<file path="src/rtl/fechadura_pkg.sv">
// Shared types and constants for the lock datapath: PIN packet layout,
// key codes and the PIN-entry state encoding.
package fechadura_pkg;

    localparam logic [3:0] DIGIT_BLANK = 4'hA;
    localparam logic [3:0] KEY_CLEAR   = 4'hB;
    localparam logic [3:0] KEY_ENTER   = 4'hC;

    // digit1 is the most recently typed digit, digit4 the oldest retained one.
    typedef struct packed {
        logic [3:0] digit4;
        logic [3:0] digit3;
        logic [3:0] digit2;
        logic [3:0] digit1;
        logic       status;
    } pinPac_t;

    typedef enum logic [1:0] {
        VAZIO   = 2'd0,
        ENTRADA = 2'd1,
        ENVIA   = 2'd2
    } pin_state_t;

    localparam pinPac_t PIN_IDLE = '{
        digit4: DIGIT_BLANK,
        digit3: DIGIT_BLANK,
        digit2: DIGIT_BLANK,
        digit1: DIGIT_BLANK,
        status: 1'b0
    };

    function automatic logic is_digit(input logic [3:0] code);
        return code <= 4'd9;
    endfunction

endpackage

</file>
<file path="src/rtl/contador_timeout.sv">
// Inactivity counter: counts run cycles since the last restart and emits a
// one-cycle expire pulse on the cycle that would reach TIMEOUT_CYCLES.
module contador_timeout #(
    parameter int unsigned TIMEOUT_CYCLES = 50_000_000
) (
    input  logic clk,
    input  logic rst,
    input  logic restart,
    input  logic run,
    output logic expire
);

    localparam int W = $clog2(TIMEOUT_CYCLES + 1);
    localparam logic [W-1:0] LAST = W'(TIMEOUT_CYCLES - 1);

    logic [W-1:0] cnt_q;

    // restart beats expiry so a key on the final idle cycle cancels the timeout
    assign expire = run && !restart && (cnt_q == LAST);

    always_ff @(posedge clk or posedge rst) begin
        if (rst) begin
            cnt_q <= '0;
        end else if (restart || expire) begin
            cnt_q <= '0;
        end else if (run) begin
            cnt_q <= cnt_q + 1'b1;
        end
    end

endmodule

</file>
<file path="src/rtl/montar_pin.sv">
// Assembles keypad digits into a 4-digit PIN packet for verificar_senha,
// with clear/enter keys, enable lockout and an inactivity timeout.
module montar_pin
    import fechadura_pkg::*;
#(
    parameter int unsigned TIMEOUT_CYCLES = 50_000_000
) (
    input  logic       clk,
    input  logic       rst,
    input  logic       enable,
    input  logic       key_valid,
    input  logic [3:0] key_code,
    output pinPac_t    pin_out,
    output logic [2:0] n_digits,
    output logic       timeout_evt,
    output pin_state_t state_dbg
);

    // Handshake: key_valid is a one-cycle strobe with no back-pressure; a
    // key is consumed on the edge where key_valid=1 and enable=1. pin_out is
    // a push-only output: digits are meaningful only while status=1.

    localparam logic [3:0][3:0] BLANK_BUF = {4{DIGIT_BLANK}};

    logic [3:0][3:0] buf_q, buf_d;   // index 0 = digit1 (newest)
    logic [2:0]      count_q, count_d;
    pinPac_t         pin_q, pin_d;
    logic            status_prev_q;
    logic            evt_q, evt_d;
    pin_state_t      state_q, state_d;

    logic key_known;
    logic accepted;
    logic tmo_restart;
    logic tmo_run;
    logic tmo_expire;

    assign key_known = is_digit(key_code) || (key_code == KEY_CLEAR) || (key_code == KEY_ENTER);
    assign accepted  = enable && key_valid && key_known;

    assign tmo_restart = accepted || !enable || (count_q == 3'd0);
    assign tmo_run     = enable && (count_q != 3'd0);

    contador_timeout #(
        .TIMEOUT_CYCLES(TIMEOUT_CYCLES)
    ) u_timeout (
        .clk    (clk),
        .rst    (rst),
        .restart(tmo_restart),
        .run    (tmo_run),
        .expire (tmo_expire)
    );

    always_comb begin
        buf_d        = buf_q;
        count_d      = count_q;
        pin_d        = pin_q;
        pin_d.status = 1'b0;
        evt_d        = 1'b0;
        state_d      = state_q;

        // Digits linger one cycle past the status pulse, then go blank.
        if (!pin_q.status && status_prev_q) begin
            pin_d.digit1 = DIGIT_BLANK;
            pin_d.digit2 = DIGIT_BLANK;
            pin_d.digit3 = DIGIT_BLANK;
            pin_d.digit4 = DIGIT_BLANK;
        end

        if (!enable) begin
            buf_d   = BLANK_BUF;
            count_d = 3'd0;
        end else if (accepted) begin
            if (is_digit(key_code)) begin
                buf_d   = {buf_q[2:0], key_code};
                count_d = (count_q < 3'd4) ? count_q + 3'd1 : 3'd4;
            end else if (key_code == KEY_CLEAR) begin
                buf_d   = BLANK_BUF;
                count_d = 3'd0;
            end else begin
                pin_d.digit1 = buf_q[0];
                pin_d.digit2 = buf_q[1];
                pin_d.digit3 = buf_q[2];
                pin_d.digit4 = buf_q[3];
                pin_d.status = 1'b1;
                buf_d        = BLANK_BUF;
                count_d      = 3'd0;
            end
        end else if (tmo_expire) begin
            buf_d   = BLANK_BUF;
            count_d = 3'd0;
            evt_d   = 1'b1;
        end

        if (pin_d.status) begin
            state_d = ENVIA;
        end else if (count_d != 3'd0) begin
            state_d = ENTRADA;
        end else begin
            state_d = VAZIO;
        end
    end

    always_ff @(posedge clk or posedge rst) begin
        if (rst) begin
            buf_q         <= BLANK_BUF;
            count_q       <= 3'd0;
            pin_q         <= PIN_IDLE;
            status_prev_q <= 1'b0;
            evt_q         <= 1'b0;
            state_q       <= VAZIO;
        end else begin
            buf_q         <= buf_d;
            count_q       <= count_d;
            pin_q         <= pin_d;
            status_prev_q <= pin_q.status;
            evt_q         <= evt_d;
            state_q       <= state_d;
        end
    end

    assign pin_out     = pin_q;
    assign n_digits    = count_q;
    assign timeout_evt = evt_q;
    assign state_dbg   = state_q;

endmodule

</file>
<file path="config.mk">
export PLATFORM = sky130hd
export DESIGN_NAME = montar_pin
export DESIGN_NICKNAME = d
export VERILOG_FILES = /design/src/rtl/fechadura_pkg.sv /design/src/rtl/contador_timeout.sv /design/src/rtl/montar_pin.sv
export SDC_FILE = /design/constraint.sdc
export NUM_CORES = 1
export LEC_CHECK = 0
export BUFFER_PORTS_ARGS = -buffer_cell sky130_fd_sc_hd__buf_2
export CAP_MARGIN = 20
export CORE_MARGIN = 4
export CORE_UTILIZATION = 35
export DETAILED_ROUTE_END_ITERATION = 8
export GPL_TIMING_DRIVEN = 0
export PLACE_DENSITY_LB_ADDON = 0.25
export SLEW_MARGIN = 25
export SYNTH_ARGS = -nofsm -noshare
export SYNTH_HDL_FRONTEND = slang
export SYNTH_SLANG_ARGS = --single-unit
</file>
<file path="constraint.sdc">
create_clock -name clk -period 6.6 [get_ports clk]
set_clock_uncertainty 0.05 [all_clocks]
set_input_delay 0.33 -clock clk [delete_from_list [all_inputs] [get_ports clk]]
set_output_delay 0.33 -clock clk [all_outputs]
set_load 0.1 [all_outputs]
</file>
* Word-level counts from Yosys, hierarchy flattened
Cells that the tools add are included. Widths: inputs -> output; s select.
Word-level totals: register bits after elaboration 66, bits of input ports 8, output and inout bits 23, word-level logic and storage cells 61
Cells by class: add/sub/neg operators 2, $lt $le $gt $ge 2, equal/unequal tests 4, mux-type cells 21, reduce and logical (&&, ||, !) cells 18
Operators by type and width (count):
- $mux 16 | 5
- $mux 17 | 4
- $mux 26 | 2
- $add 26x1->26 const B | 1
- $eq 26x26->1 const B | 1
- $mux 3 | 5
- $eq 4x4->1 const B | 2
- $logic_and 1x1->1 | 6
- $reduce_bool 3->1 | 2
- $logic_or 1x1->1 | 5
- $le 4x4->1 const B | 1
- $mux 1 | 4
- $add 3x1->3 const B | 1
- $logic_not 1->1 | 3
- $logic_not 3->1 | 1
- $lt 3x3->1 const B | 1
- $ne 3x1->1 const B | 1
- $mux 2 | 1
- $reduce_bool 2->1 | 1

* Depth between registers and ports, before layout
Gate-level depths: netlist of the first run.
word-level depth 15, gate-level depth with buffers 10, mapped depth without buffers 6

* Hierarchy
A second synthesis of the first run with hierarchy kept.
Second synthesis, totals: cell total of the unflattened synthesis 292, area, all modules 3017.9 um^2
Modules (own cells, without submodules):
- montar_pin | times used 1, cells an instance 151, area an instance 1631.6 um^2, sequential area each 996.0 um^2
- contador_timeout | times used 1, cells an instance 141, area an instance 1386.3 um^2, sequential area each 650.6 um^2

* Worst setup path after synthesis of the first run
OpenSTA, ideal clock, no wires.
kind flip-flop to flip-flop, start point register count_q[0] (netlist: n_digits[0]), end point register count_q[1] (netlist: n_digits[1]), setup time 122 ps, arrival time 2228 ps, data required time 6428 ps, path slack 4200 ps, cell stages (with the launch flop) 8, path buffers 1, period minus slack after synthesis 2400 ps, path through dfrtp_1 inv_1 ha_1 inv_1 o21ai_0 o21a_1 buf_6 a22o_1
Between the ends: word-level cells in the longest chain between the ends 8, elaborated cells on any way between the ends 14, classes of those cells add/sub: 1; order compare: 1; mux: 5; reduce/logical: 7
RTL lines:
- from (decl) | RTL line montar_pin.sv:26 | logic [2:0] count_q, count_d;
- from (signal assigned) | RTL line montar_pin.sv:114 | count_q <= count_d;
- branches (longest 6 deep; another with $add 3x1->3)
- $mux 3 (*) | RTL line montar_pin.sv:73 | end else if (accepted) begin
- $mux 3 (*) | RTL line montar_pin.sv:70 | if (!enable) begin
- named net count_d[1] | RTL line montar_pin.sv:26
Mark *: on every way through the listed nets, which the timed path passes. A chain may end at the register's enable or synchronous reset.

* Worst setup path in the final report of the first run
start point register u_timeout.cnt_q[0], end point register u_timeout.cnt_q[17]
Between the ends: word-level cells in the longest chain between the ends 4, elaborated cells on any way between the ends 7, classes of those cells add/sub: 1; eq/ne: 1; mux: 2; reduce/logical: 3
RTL lines:
- from (decl) | RTL line contador_timeout.sv:16 | logic [W-1:0] cnt_q;
- from (signal assigned) | RTL line contador_timeout.sv:27 | cnt_q <= cnt_q + 1'b1;
- branches (longest 4 deep; another with $add 26x1->26)
Several ways; the timed one is not identified. The select of a mux whose other input is x is not followed.

==> impl_metrics.ini, run 1 <==
[grt]
grt_max_degree = 39
grt_pass1_wl_mm = 10.06
gr-usage-all-layers = 0.1280
grt_pass1_vias = 2065
grt_remaining_overflow = 0
antenna_found_initial = 0

[clock_network]
cts-root-buf = clkbuf_8
clk_pin_slew_ns = 0.08
htreeDepth = 3
cts_resized = 0
cts.sinks = 65
ctsHoldBuffers = 1
max-clock-path-buffers = 2
numCtsBuffers = 9
insertion_delay_ns = 0.35
cts_tree = built
postCtsSetupBuffers = 0

[cells_and_area]
drive_above_1_share = 0.2349
final_cell_mix = 49 x dfrtp_1, 39 x nor2_1, 36 x nand2_1
antennaDiodeCount = 0
area_delta_synth_final_pct = 17.63
nets = 338
mostFrequentLayoutCell = dfrtp_1

[synthesis]
syn-cell-area_mm2 = 0.002909
yosys_warnings = 0
yosysSeqAreaShare = 0.5660
ys.flop_type = dfrtp_1
synthTopCellsByArea = dfrtp_1 42%, dfstp_2 14%, nor2_1 5.0%
synth_nets = 295
synth-edff-count = 0
yosysTopAreaCellShare = 0.4215
synth-async-reset-ratio = 1.000
yosys_register_bits = 65
avgSynthCellArea_um2 = 10.24
syn_inst = 284
yosys.area.top_type = dfrtp_1
ys_types = 40

[drt]
drt_wl_total_mm = 5.658
firstDrtPassIters = 6
antenna_left = 0
routed-via-count = 2092
drtIter0Drc = 52
viasPerCell = 4.820
routedWlPerCell_um = 13.04
drc = 0

[placement]
io_buffers = 30
gp_congestion = 0.7447
dp_hpwl_mm = 3.928

[worst_setup_path]
cp.arrival_ns = 2.61
worst-path-buf-inv = 4
cp_data_required_time_ns = 6.78
crit_type = flip-flop to flip-flop
crit_chain = ha_1, and3_1, clkbuf_1, nand2_1, or4_1, buf_2, nand2b_1, buf_2, buf_2, nor2_1
cp_slowest_cell = or4_1
slowest_delay_ns = 0.50
cp_max_fo = 10
cp-end-kind = flip-flop
critPathMostFrequentCell = buf_2
crit_path_start_kind = flip-flop
cp_top_family = simple AND/OR/NAND/NOR gates

[power_and_ir_drop]
finalPower_w = 0.001061
ir_drop_mv = 0.1230
pwr_density_cell_mw_per_mm2 = 310.2
leakage_nw = 1.493

[floorplanning]
die_h_um = 99.17
die_x_um = 99.17
core-area_mm2 = 0.007888
ios = 31
row_count = 32
die_area_mm2 = 0.009834
initial_core_util = 0.3688

[worst_hold_path]
hold_path.class = input port to flip-flop

[status]
status = completed

[timing]
min_period_over_period = 0.3691
finalMaxSlewViolations = 0
fmax_ghz = 0.4105
final_hold_viol_count = 0
worst_slew_pin_slew_ns = 0.7633
timing.slew.headroom = 0.4864
finalSetupViolations = 0
rsz0062_at_grt = false
fin_crit_ns = 2.436
tns_ns = 0

[job]
maxCapViolCount = 0
[power by group]
part / switching, W / internal, W
combinational: 0.000230 / 0.0000408
clock: 0.000164 / 0.000178
sequential: 0.0000138 / 0.000435
total: 0.000408 / 0.000654
[final cells by class]
class                           instances  area [µm²]
Clock inverter                          7       78.83
Inverter                                8       32.53
Tap cell                              102       127.6
Timing Repair Buffer                   32       180.2
Fill cell                             770        4466
Clock buffer                            9       123.9
Multi-Input combinational cell        197        1164
Sequential cell                        65        1647
Buffer                                 14       68.82
[registers in the layout (all words and copies together), names as in the netlist]
| name | count |
|---|---|
| u_timeout.cnt_q | 26 |
| pin_out | 17 |
| n_digits | 3 |
| state_dbg | 1 |
| timeout_evt | 1 |
| buf_q | 16 |
| status_prev_q | 1 |
[path summary, 6_finish.rpt]
check	start	end	slack [ns]	depth (start not counted)
max in group asynchronous	rst	pin_out[2]	5.46	4
hold / removal	key_code[2]	buf_q[1]	0.20	3
setup reg to reg	u_timeout.cnt_q[0]	u_timeout.cnt_q[17]	4.16	10
hold reg to reg	pin_out[0]	status_prev_q	0.39	0
min in group asynchronous	rst	status_prev_q	0.46	3
setup / recovery	u_timeout.cnt_q[0]	u_timeout.cnt_q[17]	4.16	10
[per-stage QoR]
stage	hold slack, ns	instances	instance area [µm²]	util	setup WS, ns
after detailed placement	0.2923	417	3209	0.4069	4.143
after global placement	0.3658	416	3187	0.4040	3.784
after floorplan	0.3807	284	2909	-	4.200
after global routing	0.1931	434	3422	0.4339	3.932
after CTS	0.1764	434	3422	0.4339	4.134
final	0.1981	434	3422	0.4339	4.164
[synth_stat cells, drive strengths merged (2+ instances only)]
cell type  count
a21oi          5
a22o           9
a2bb2oi        2
a31o           2
and2           3
and3           4
and4           6
buf            8
clkbuf         6
dfrtp         49
dfstp         16
ha             3
inv            8
mux2           2
nand2         36
nand2b         2
nand3         12
nand4          4
nor2          39
nor2b          4
nor3           5
nor4           2
o21a           2
o21ai         19
o22a           5
xnor2         10
xor2          14
[worst reg2reg max path, cell delays in order (launching register included)]
cell      delay, ns
dfrtp_1        0.38
ha_1           0.19
and3_1         0.15
clkbuf_1       0.23
nand2_1        0.07
or4_1          0.50
buf_2          0.17
nand2b_1       0.07
buf_2          0.18
buf_2          0.25
nor2_1         0.08
[metal layers]
layer / up-vias / GRT usage / share of wire
li1: 1056 / - / -
met1: 992 / 0.1620 / 0.48
met2: 35 / 0.2030 / 0.46
met3: 9 / 0.04208 / 0.045
met4: 0 / 0.05042 / 0.014
met5: - / 0 / 0
[cells by family (layout without fill, tap and decap cells)]
family,count (synthesis),count (layout),share of synthesized area
buf+inv,22,70,0.03398
simple gates,121,121,0.1978
flops,65,65,0.5660
fa+ha+maj,3,3,0.01290
mux,2,2,0.007741
compound gates,47,47,0.1093
xor+xnor,24,24,0.07226
(Power assumes the default switching activity.)
==> inputs of run 2 (changes only) <==
- clock period: 6.6 -> 2 ns (I/O delays scaled with it)
==> run 2 against run 1 <==
Compared with the run above:
- the flow now finishes with violations (negative setup slack)
- fmax grew 11%
- combinational power grew to 3.6 times the previous value
- sequential power grew to 3.3 times the previous value
- cell count up 4.6%
- cell area grew 14%
- critical path type unchanged
- highest routed layer unchanged
==> impl_metrics.ini, run 2 (synthesis gave the netlist of run 1 again) <==
[status]
status = finished, violations left
failed_checks = negative setup slack

[worst_hold_path]
hold_path.class = input port to flip-flop
hold_depth = 2
hold_end = buf_q[0]
holdCritStartpoint = key_code[0]

[floorplanning]
die_area_mm2 = 0.009834
initial_core_util = 0.3688
die_h_um = 99.17
die_x_um = 99.17
ios = 31
core-area_mm2 = 0.007888
row_count = 32

[drt]
drt_wl_total_mm = 6.301
viasPerCell = 4.819
met1_length_mm = 2.832
routedWlPerCell_um = 13.88
routed.top_layer = met4
drtIter0Drc = 59
antenna_left = 0
wl_met2_mm = 3.102
route.met3.wl_um = 305
routed-via-count = 2188
firstDrtPassIters = 4
drc = 0

[job]
maxCapViolCount = 0

[worst_setup_path]
reg2reg_depth = 6
crit_path_start_kind = flip-flop
crit_chain = nand3_2, or4b_4, or4_4, o21a_4, buf_6, a22o_1
cp_data_required_time_ns = 2.17
r2r_slack_ns = -0.20
rr_startpoint = u_timeout.cnt_q[15]
worst-path-buf-inv = 1
reg2reg_to = n_digits[1]
cp.arrival_ns = 2.38
slowest_delay_ns = 0.51
cp-end-kind = flip-flop
cp_top_family = simple AND/OR/NAND/NOR gates
crit_type = flip-flop to flip-flop
cp_slowest_cell = or4b_4
cp_max_fo = 5

[clock_network]
cts_tree = built
cts-root-buf = clkbuf_8
insertion_delay_ns = 0.34
clk_pin_slew_ns = 0.07
cts.sinks = 65
numCtsBuffers = 9
max-clock-path-buffers = 2
htreeDepth = 3

[power_and_ir_drop]
seq_power_share = 0.400
pwr-share-clk = 0.336
internal_power_w = 0.002361
leakage_nw = 1.652
finalPower_w = 0.003708
ir_drop_mv = 0.4120
p_sw_frac = 0.3633
pwr_density_cell_mw_per_mm2 = 954.0
p_comb_frac = 0.264
power.switching_w = 0.001347

[placement]
io_buffers = 30
pre_cts_ws_ns = -0.3688
gp_congestion = 0.7480
dp_hpwl_mm = 4.061

[grt]
gr-usage-all-layers = 0.1364
grt_max_degree = 44
grt_pass1_wl_mm = 10.70
grt_remaining_overflow = 0
antenna_found_initial = 0
grt_pass1_vias = 2182

[timing]
finalSetupViolations = 45
timing.slew.headroom = 0.6272
setup_ws_ns = -0.2035
final_hold_viol_count = 0
fin_crit_ns = 2.204
holdWs_ns = 0.03656
fmax_ghz = 0.4538
worst_slew_pin_slew_ns = 0.5547
min_period_over_period = 1.102
rsz0062_at_grt = true
finalMaxSlewViolations = 0
tns_ns = -4.986

[cells_and_area]
fillCellCount = 728
largest_register_ffs = 26
largest_register = u_timeout.cnt_q
area_delta_synth_final_pct = 33.59
nets = 358
final_cell_mix = 45 x dfrtp_1, 35 x nand2_1, 30 x buf_2
drive_above_1_share = 0.3608
antennaDiodeCount = 0
mostFrequentLayoutCell = dfrtp_1
[run 2: cell count changes in the layout (fill, tap and decap cells not counted), moves of 3 or more]
cell / previous run / this run
buf_2: 34 / 30
buf_4: 1 / 9
nor2_1: 39 / 20
buf_6: 1 / 8
dlygate4sd3_1: 1 / 5
nor2_4: 0 / 6
buf_16: 0 / 3
dfrtp_1: 49 / 45
nor2_2: 0 / 13
dfrtp_2: 0 / 4
[run 2: worst max-delay path by stage]
stage	start	to	slack, ns	depth (start not counted)
2_1_floorplan	u_timeout.cnt_q[0]	n_digits[1]	-0.21	9
3_3_place_gp	rst	n_digits[0]	-0.84	2
3_5_place_dp	u_timeout.cnt_q[0]	buf_q[0]	-0.37	9
4_1_cts	u_timeout.cnt_q[1]	buf_q[0]	-0.20	8
5_1_grt	u_timeout.cnt_q[15]	n_digits[1]	-0.26	6
6_report	u_timeout.cnt_q[15]	n_digits[1]	-0.20	6
[run 2: metrics by stage]
step                utilization  cell area, µm²  cells
CTS                      0.4851            3826    452
finish                   0.4927            3886    454
floorplan                     -            2942    284
global placement         0.4082            3219    416
global route             0.4927            3886    454
detailed placement       0.4120            3249    417
[run 2: area by class of cell]
cell class	instances	area, µm²	area share
Inverter	8	32.53	0.008371
Clock buffer	12	177.7	0.04572
Clock inverter	4	55.05	0.01417
Timing Repair Buffer	54	450.4	0.1159
Buffer	12	86.33	0.02222
Multi-Input combinational cell	197	1305	0.3358
Tap cell	102	127.6	0.03284
Sequential cell	65	1652	0.4250
[run 2: repair_timing]
action	4_1_cts	5_1_grt
pin swaps	22	5
endpoints found under the setup margin	44	62
setup buffers	12	3
hold buffers	5	0
gates cloned	3	0
gates resized for setup	41	10
hold endpoints to repair	66	0
[run 2: per-layer routing]
layer,vias to the layer above,global-route usage
met2,36,0.2231
met3,6,0.04348
met4,0,0.04097
met1,1054,0.1730
met5,-,0
li1,1092,-
[run 2: power by group through the flow]
stage	Sequential, W	Combinational (W)	Clock (W)
final	0.00148	0.000978	0.00125
after global routing	0.00150	0.00102	0.00135
after CTS	0.00149	0.000971	0.00129
after detailed placement	0.00151	0.000907	0
after global placement	0.00150	0.000893	0
after floorplan	0.00211	0.000160	0
